### src/rtl/flag_ctx_pkg.sv
// Shared definitions for the flag-context sequencer, the instruction decoder
// and the flag register: controller states and flag-register update codes.
package flag_ctx_pkg;

    localparam int DEPTH_DEF = 4;
    localparam int FW_DEF    = 5;

    typedef enum logic [2:0] {
        IDLE       = 3'd0,
        SWI_TOGGLE = 3'd1,
        RTI_SETTLE = 3'd2,
        FAULT      = 3'd3,
        HALTED     = 3'd4
    } ctx_state_e;

    typedef enum logic [2:0] {
        UPD_NONE    = 3'd0,
        UPD_BS      = 3'd1,
        UPD_ALU     = 3'd2,
        UPD_MOV     = 3'd3,
        UPD_OVF     = 3'd4,
        UPD_SWI     = 3'd5,
        UPD_HALT    = 3'd6,
        UPD_RESTORE = 3'd7
    } upd_mode_e;

endpackage

### src/rtl/flag_lifo.sv
// LIFO of saved flag words. Push on full and pop on empty are silently
// refused so the contents and occupancy are never corrupted; the caller
// decides whether that is a fault. Only the occupancy is reset.
module flag_lifo #(
    parameter int DEPTH = 4,
    parameter int FW    = 5
) (
    input  logic                         clock,
    input  logic                         reset,
    input  logic                         push,
    input  logic                         pop,
    input  logic [FW-1:0]                din,
    output logic [FW-1:0]                top,
    output logic [$clog2(DEPTH+1)-1:0]   count,
    output logic                         full,
    output logic                         empty
);

    localparam int CW = $clog2(DEPTH + 1);
    localparam int AW = (DEPTH > 1) ? $clog2(DEPTH) : 1;

    logic [FW-1:0] mem_q [DEPTH];
    logic [FW-1:0] mem_d [DEPTH];
    logic [CW-1:0] count_q;
    logic [CW-1:0] count_d;
    logic [AW-1:0] wr_idx;
    logic [AW-1:0] top_idx;

    assign full    = (count_q == CW'(DEPTH));
    assign empty   = (count_q == '0);
    assign count   = count_q;
    assign wr_idx  = AW'(count_q);
    assign top_idx = AW'(count_q - CW'(1));
    assign top     = empty ? '0 : mem_q[top_idx];

    // Next contents and occupancy; guarded push/pop never touch a full/empty stack.
    always_comb begin
        mem_d   = mem_q;
        count_d = count_q;
        if (push && !full) begin
            mem_d[wr_idx] = din;
            count_d       = count_q + CW'(1);
        end else if (pop && !empty) begin
            count_d = count_q - CW'(1);
        end
    end

    // Storage has no reset; entries above the occupancy are never read.
    always_ff @(posedge clock) begin
        mem_q <= mem_d;
    end

    // Occupancy register with synchronous reset.
    always_ff @(posedge clock) begin
        if (reset) begin
            count_q <= '0;
        end else begin
            count_q <= count_d;
        end
    end

endmodule

### src/rtl/flag_ctx_ctrl.sv
// Flag-context sequencer: passes decoder flag-update requests to the flag
// register and sequences SWI entry, RTI, HALT and the fault path. Outputs are
// combinational from state and inputs and are forced quiet while reset is high.
module flag_ctx_ctrl
    import flag_ctx_pkg::*;
#(
    parameter int DEPTH = DEPTH_DEF,
    parameter int FW    = FW_DEF
) (
    input  logic                         clock,
    input  logic                         reset,
    input  logic [2:0]                   upd_req,
    input  logic                         swi_req,
    input  logic                         rti_req,
    input  logic                         halt_req,
    input  logic [FW-1:0]                flags_in,
    output logic [2:0]                   update_mode,
    output logic [FW-1:0]                restore_flags,
    output logic                         stall,
    output logic                         vector_en,
    output logic                         halted,
    output logic                         fault,
    output logic [$clog2(DEPTH+1)-1:0]   depth
);

    ctx_state_e    state_q, state_d;
    logic          fault_q, fault_d;
    logic          push, pop;
    logic          lifo_full, lifo_empty;
    logic [FW-1:0] lifo_top;

    flag_lifo #(
        .DEPTH (DEPTH),
        .FW    (FW)
    ) u_lifo (
        .clock (clock),
        .reset (reset),
        .push  (push),
        .pop   (pop),
        .din   (flags_in),
        .top   (lifo_top),
        .count (depth),
        .full  (lifo_full),
        .empty (lifo_empty)
    );

    assign fault         = fault_q;
    assign restore_flags = (reset || lifo_empty) ? '0 : lifo_top;

    // Next-state and output decode; reset silences everything so an
    // interrupted SWI/RTI never reaches the flag register.
    always_comb begin
        state_d     = state_q;
        fault_d     = fault_q;
        update_mode = UPD_NONE;
        stall       = 1'b0;
        vector_en   = 1'b0;
        halted      = 1'b0;
        push        = 1'b0;
        pop         = 1'b0;
        unique case (state_q)
            IDLE: begin
                if (halt_req) begin
                    update_mode = UPD_HALT;
                    stall       = 1'b1;
                    state_d     = HALTED;
                end else if (swi_req) begin
                    stall = 1'b1;
                    if (!lifo_full) begin
                        push    = 1'b1;
                        state_d = SWI_TOGGLE;
                    end else begin
                        fault_d = 1'b1;
                        state_d = FAULT;
                    end
                end else if (rti_req) begin
                    stall = 1'b1;
                    if (!lifo_empty) begin
                        update_mode = UPD_RESTORE;
                        pop         = 1'b1;
                        state_d     = RTI_SETTLE;
                    end else begin
                        fault_d = 1'b1;
                        state_d = FAULT;
                    end
                end else if (upd_req <= 3'(UPD_OVF)) begin
                    update_mode = upd_req;
                end
            end
            SWI_TOGGLE: begin
                update_mode = UPD_SWI;
                vector_en   = 1'b1;
                stall       = 1'b1;
                state_d     = IDLE;
            end
            RTI_SETTLE: begin
                stall   = 1'b1;
                state_d = IDLE;
            end
            FAULT: begin
                update_mode = UPD_HALT;
                stall       = 1'b1;
                state_d     = HALTED;
            end
            HALTED: begin
                stall  = 1'b1;
                halted = 1'b1;
            end
            default: begin
                state_d = IDLE;
            end
        endcase
        if (reset) begin
            update_mode = UPD_NONE;
            stall       = 1'b0;
            vector_en   = 1'b0;
            halted      = 1'b0;
            push        = 1'b0;
            pop         = 1'b0;
        end
    end

    // State and sticky fault registers with synchronous reset.
    always_ff @(posedge clock) begin
        if (reset) begin
            state_q <= IDLE;
            fault_q <= 1'b0;
        end else begin
            state_q <= state_d;
            fault_q <= fault_d;
        end
    end

endmodule

### config.mk
export PLATFORM = sky130hd
export DESIGN_NAME = flag_ctx_ctrl
export DESIGN_NICKNAME = d
export VERILOG_FILES = /design/src/rtl/flag_ctx_pkg.sv /design/src/rtl/flag_lifo.sv /design/src/rtl/flag_ctx_ctrl.sv
export SDC_FILE = /design/constraint.sdc
export NUM_CORES = 1
export LEC_CHECK = 0
export CORE_MARGIN = 4
export CORE_UTILIZATION = 55
export DETAILED_ROUTE_END_ITERATION = 10
export PLACE_DENSITY = 0.87
export RECOVER_POWER = 25
export SLEW_MARGIN = 20
export SYNTH_ARGS = -nofsm -noshare
export SYNTH_HDL_FRONTEND = slang
export SYNTH_HIERARCHICAL = 1
export SYNTH_SLANG_ARGS = --single-unit
### constraint.sdc
create_clock -name clock -period 5.9 [get_ports clock]
set_input_delay 1.77 -clock clock [delete_from_list [all_inputs] [get_ports clock]]
set_output_delay 1.77 -clock clock [all_outputs]
set_load 0.01 [all_outputs]
Word-level counts from Yosys, hierarchy flattened. Cells that the tools add are included.

Magnitude comparators: 4. Reductions and logical operators: 14. Add/subtract/negate cells: 2. Bitwise gates (word level): 4. Eq/ne operators: 7. Multiplexer cells: 47.

Operator list (number): 3-bit two-way mux (11); 5-bit two-way mux (5); 1-bit two-way mux (24); 20-bit bitwise mux (1); 3-bit one-hot mux with 3 select lines (2); 5-bit binary-select mux with 2-bit select (1); 5-bit demux with 2-bit select (1); 3-bit by 2-bit equality test with 1-bit output (second input constant) (2); 3-bit equality test (second input constant) (2); 3-bit >= comparator (second input constant) (2); 3-bit zero test (2); 2-bit inverter with 3-bit output (2); 2-bit nonzero test (3); 5-bit AND reduction (1); 4-bit inequality test (second input constant) (1); 4-bit OR reduction (1); 3-bit by 1-bit adder with 3-bit output (second input constant) (1); 3-bit by 1-bit equality test with 1-bit output (second input constant) (1); 3-bit <= comparator (second input constant) (1); 1-bit logical AND (3); 3-bit by 1-bit less-than comparator with 1-bit output (second input constant) (1); 3-bit by 1-bit subtractor with 3-bit output (second input constant) (1); 1-bit zero test (2); 2-bit two-way mux (1); 5 further kinds (6).

Output and inout bits: 15. Register bits after elaboration: 27. Logic and storage cells: 85.

Longest topological paths before layout.
Depth in word-level cells: 10. Gate-level depth with buffers: 9. Depth with buffers taken out: 7.

Modules after synthesis. Netlist, hierarchy kept.

By module, submodules not included: flag_lifo (cells each 68, times used 1, area each 1066.0 um^2); flag_ctx_ctrl (cells each 53, times used 1, area each 375.4 um^2).

Least setup slack after synthesis. No wires, ideal clock.

Kind: in2out. From: input reset. To: output update_mode[0]. Setup slack: 1.278 ns. Path buffers: 1. Data required time: 4.130 ns. Arrival time: 2.852 ns. Cell stages on the path: 4. Path through: buf_2 > or3_4 > or4_1 > o22ai_1.

Longest elaborated chain between the ends: 1.

RTL lines: start, declared (line flag_ctx_ctrl.sv:11) `input logic reset,`; 3-bit two-way mux (line flag_ctx_ctrl.sv:113) `if (reset) begin`; end, declared (line flag_ctx_ctrl.sv:17) `output logic [2:0] update_mode,`.

No other way between the ends.

Worst setup path in the final report. Same ends and word-level chain as after synthesis.

==> results.txt <==
The total routing usage reported by global routing came out at 0.177. The clock-pin transition on the worst setup and hold timing paths is 0.13 ns. Dividing the detail-routed wire length by the instance count gives between 15 and 20 um.

The mean instance size in the synthesized netlist came out at 11.9 sq um. The critical path buffer and inverter count is 2. In this run, post-CTS hold repair placed 0 buffers. The run finished with clean final reports.

The final layout contains 167 nets. The area of the mapped netlist is between 1000 and 1500 sq um. By area the synthesized netlist is led by sky130_fd_sc_hd__edfxtp_1 (42%), sky130_fd_sc_hd__dfxtp_1 (9.7%), sky130_fd_sc_hd__mux4_2 (7.8%). The slew at the pin closest to its max-slew limit came out at 0.949 ns. The number of detailed-routing iterations run before antenna repair is 4. The clock root buffer master is sky130_fd_sc_hd__clkbuf_4. VDD sags by at most roughly 0.22 mV. The share of cells above drive strength 1 came out at 0.142. Counting every sink on the clock net gives 27. The synthesized flop and latch total came out at 27.

The largest clock skew in the final design is 0.00178 ns. The max-capacitance violation count came out at 0. The post-CTS repair timing setup buffer count came out at 0.

The kind of launch point of the worst setup path is an input pin. The half-perimeter wire length after placement came out at 2.23 mm. The count of placed standard cells including taps is 174. Setup total negative slack on the finished layout was measured at 0 ns. Setup violations remaining at the end of the flow were counted as 0. After detailed routing, the number of remaining DRC violations is 0. In the layout the commonest cells are sky130_fd_sc_hd__clkdlybuf4s50_1 (23), sky130_fd_sc_hd__edfxtp_1 (20), sky130_fd_sc_hd__nor2_1 (9). For this configuration, the core starts out at a cell density of 0.582. The critical path data required time is 4.13 ns.

The CTS tree is done. The worst setup path is captured at a primary output. The initial antenna violation count came out at 0. The clock latency on the worst-skew pair came out at 0.31 ns. The kind of cell adding the most delay to the critical path is buffers and inverters.

The critical path in this run is classified as in2out. The number of vias per cell is 5.91. In this run the count of I/O pins placed on the die edge is 28. The final count of hold timing violations came out at 0.

The number of levels in the clock H-tree came out at 1. The final antenna diode count is 0. Setup repair after global routing left no endpoint under its margin. The post-route minimum period came out at 5.49 ns. The number of global-route vias before repair came out at a little over 1000. The gate count of the mapped netlist is 121. The sequential fraction of the synthesis area came out at 0.514. Measured against its own limit, the worst slew margin works out to 0.366. The y dimension of the die came out at between 50 and 60 um.

The filler-free cell count of the finished design came out at ~180. The library cell used most frequently in the layout, excluding fill and tap cells, is sky130_fd_sc_hd__clkdlybuf4s50_1. After floorplanning, the core was divided into 18 placement rows. Summed over all instances, the cell type with the most area after synthesis is sky130_fd_sc_hd__edfxtp_1. The number of cells upsized or downsized after cts came out at 0. The total power density per cell area is about 180 nW/um^2.

The die outline area is 3500 sq um. Of the post-synthesis cell area, the dominant cell type holds 0.417. The detail route stage leaves a number of antenna-violating nets equal to 0. The class of the worst hold path is reg2reg. The cell with the most instances on the worst path is sky130_fd_sc_hd__clkdlybuf4s50_1. The count of final max-slew check failures was 0.

Summed over all layers, the global routing overflow is 0. The worst-case register-to-register setup slack came out at 2.67 ns. The die width is 59.2 um. The count of buffers from port buffering came out at 27.

On the critical path, the stage with the largest delay is an instance of sky130_fd_sc_hd__clkdlybuf4s50_1. The pin count of the biggest net entering global routing came out at 16. The maximum root-to-sink buffer count is 2.

The static leakage came out at 0.585 nW. The global-route wire length before repair came out at 4.61 mm. The DRC marker count from the first detailed-route iteration came out at 61.

The final wirelength is 2.89 mm. The synthesized net count came out at 139. The area of the core is about 2500 sq um.

The largest fanout on the critical path is 4. The worst path arrival time came out at 3.72 ns. Static timing analysis puts the maximum clock frequency at between 150 and 200 MHz. During synthesis, Yosys emitted a total of 6 warnings. In this run, CTS created clock tree buffers numbering 3. At the end of routability-driven placement, the weighted congestion stood at 0.906. The final cycle utilization of the critical path is 0.930. After synthesis, the netlist uses 37 different library cells. The number of vias after detailed routing is 1052. The area overhead of the layout relative to synthesis came out at 21.3%.

The delay contributed by the slowest stage of the critical path came out at 0.57 ns. The signal on the critical path passes through clkdlybuf4s50_1 > or3_4 > or4_1 > o22ai_1 > clkdlybuf4s50_1.
[final cells by class]
cell class	instances	area, sq um
Inverter	8	30.0
Tap cell	30	37.5
Fill cell	184	729
Sequential cell	27	741
Timing Repair Buffer	28	278
Multi-Input combinational cell	81	634
Clock buffer	3	22.5
Clock inverter	1	5.00
[final timing paths]
kind	from	end	cells after the start
max	reset	update_mode[0]	5
min	fault$_SDFFE_PP0P_	fault$_SDFFE_PP0P_	2
max reg2reg	u_lifo/count[0]$_SDFFE_PP0P_	u_lifo/mem_q[11]$_DFFE_PP_	6
min reg2reg	fault$_SDFFE_PP0P_	fault$_SDFFE_PP0P_	2
[per-layer routing]
layer / part of all wire / vias to the layer above / wire [um] / global-route usage
met3: 0.062 / 4 / 179 / 0.0349
met2: 0.54 / 38 / 1570 / 0.335
met4: 0.013 / 0 / 37 / 0.0388
met1: 0.38 / 507 / 1100 / 0.201
li1: - / 503 / - / -
met5: 0 / - / 0 / 0
[worst reg2reg max path, stage by stage (launching register included)]
cell                       delay, ns
sky130_fd_sc_hd__dfxtp_1        0.66
sky130_fd_sc_hd__inv_1          0.19
sky130_fd_sc_hd__ha_1           0.31
sky130_fd_sc_hd__and2_2         0.22
sky130_fd_sc_hd__nor4b_1        0.72
sky130_fd_sc_hd__a21boi_1       0.45
sky130_fd_sc_hd__and2_1         0.38
[sequential cells by signal, summed over array words and instances (netlist names)]
signal,flops
u_lifo/mem_q,20
u_lifo/count,3
state_q,3
fault,1
[synthesized netlist by cell type, drive strengths merged]
library cell  number
edfxtp            20
and2              10
nor2               9
inv                8
dfxtp              7
nand2              7
o21ai              6
ha                 5
mux4               5
nor2b              5
a21oi              4
buf                4
or3                4
and2b              3
nor4b              3
a2111oi            2
o22ai              2
a21bo              1
a21boi             1
a2bb2oi            1
a311oi             1
a31oi              1
clkbuf             1
mux2               1
nand2b             1
nor3               1
nor4               1
o21a               1
o221ai             1
o311a              1
o41ai              1
or2                1
or4                1
or4b               1
[report_power, final]
group / total (mW) / internal (mW) / switching, mW
sequential: 0.209 / 0.206 / 0.00332
combinational: 0.0357 / 0.0195 / 0.0162
clock: 0.0744 / 0.0254 / 0.0490
total: 0.320 / 0.251 / 0.0685
[logic make-up after synthesis]
logic type	synth area share
adder cells (fa/ha/maj)	0.0434
multiplexers	0.0859
AO/OA/AOI/OAI	0.109
flip-flops	0.514
AND/OR/NAND/NOR	0.201
buffers and inverters	0.0460
[per-stage QoR]
stage	instance area, sq um	utilization	setup WS (ns)	hold slack (ns)	power (mW)
after floorplan	1440	-	1.28	0.493	0.230
after global placement	1720	0.694	0.527	0.465	0.248
after detailed placement	1720	0.694	0.431	0.483	0.250
after CTS	1750	0.706	0.427	0.501	0.324
after global routing	1750	0.706	0.276	0.541	0.335
final	1750	0.706	0.414	0.497	0.320
Power figures use the tool's default switching activity.
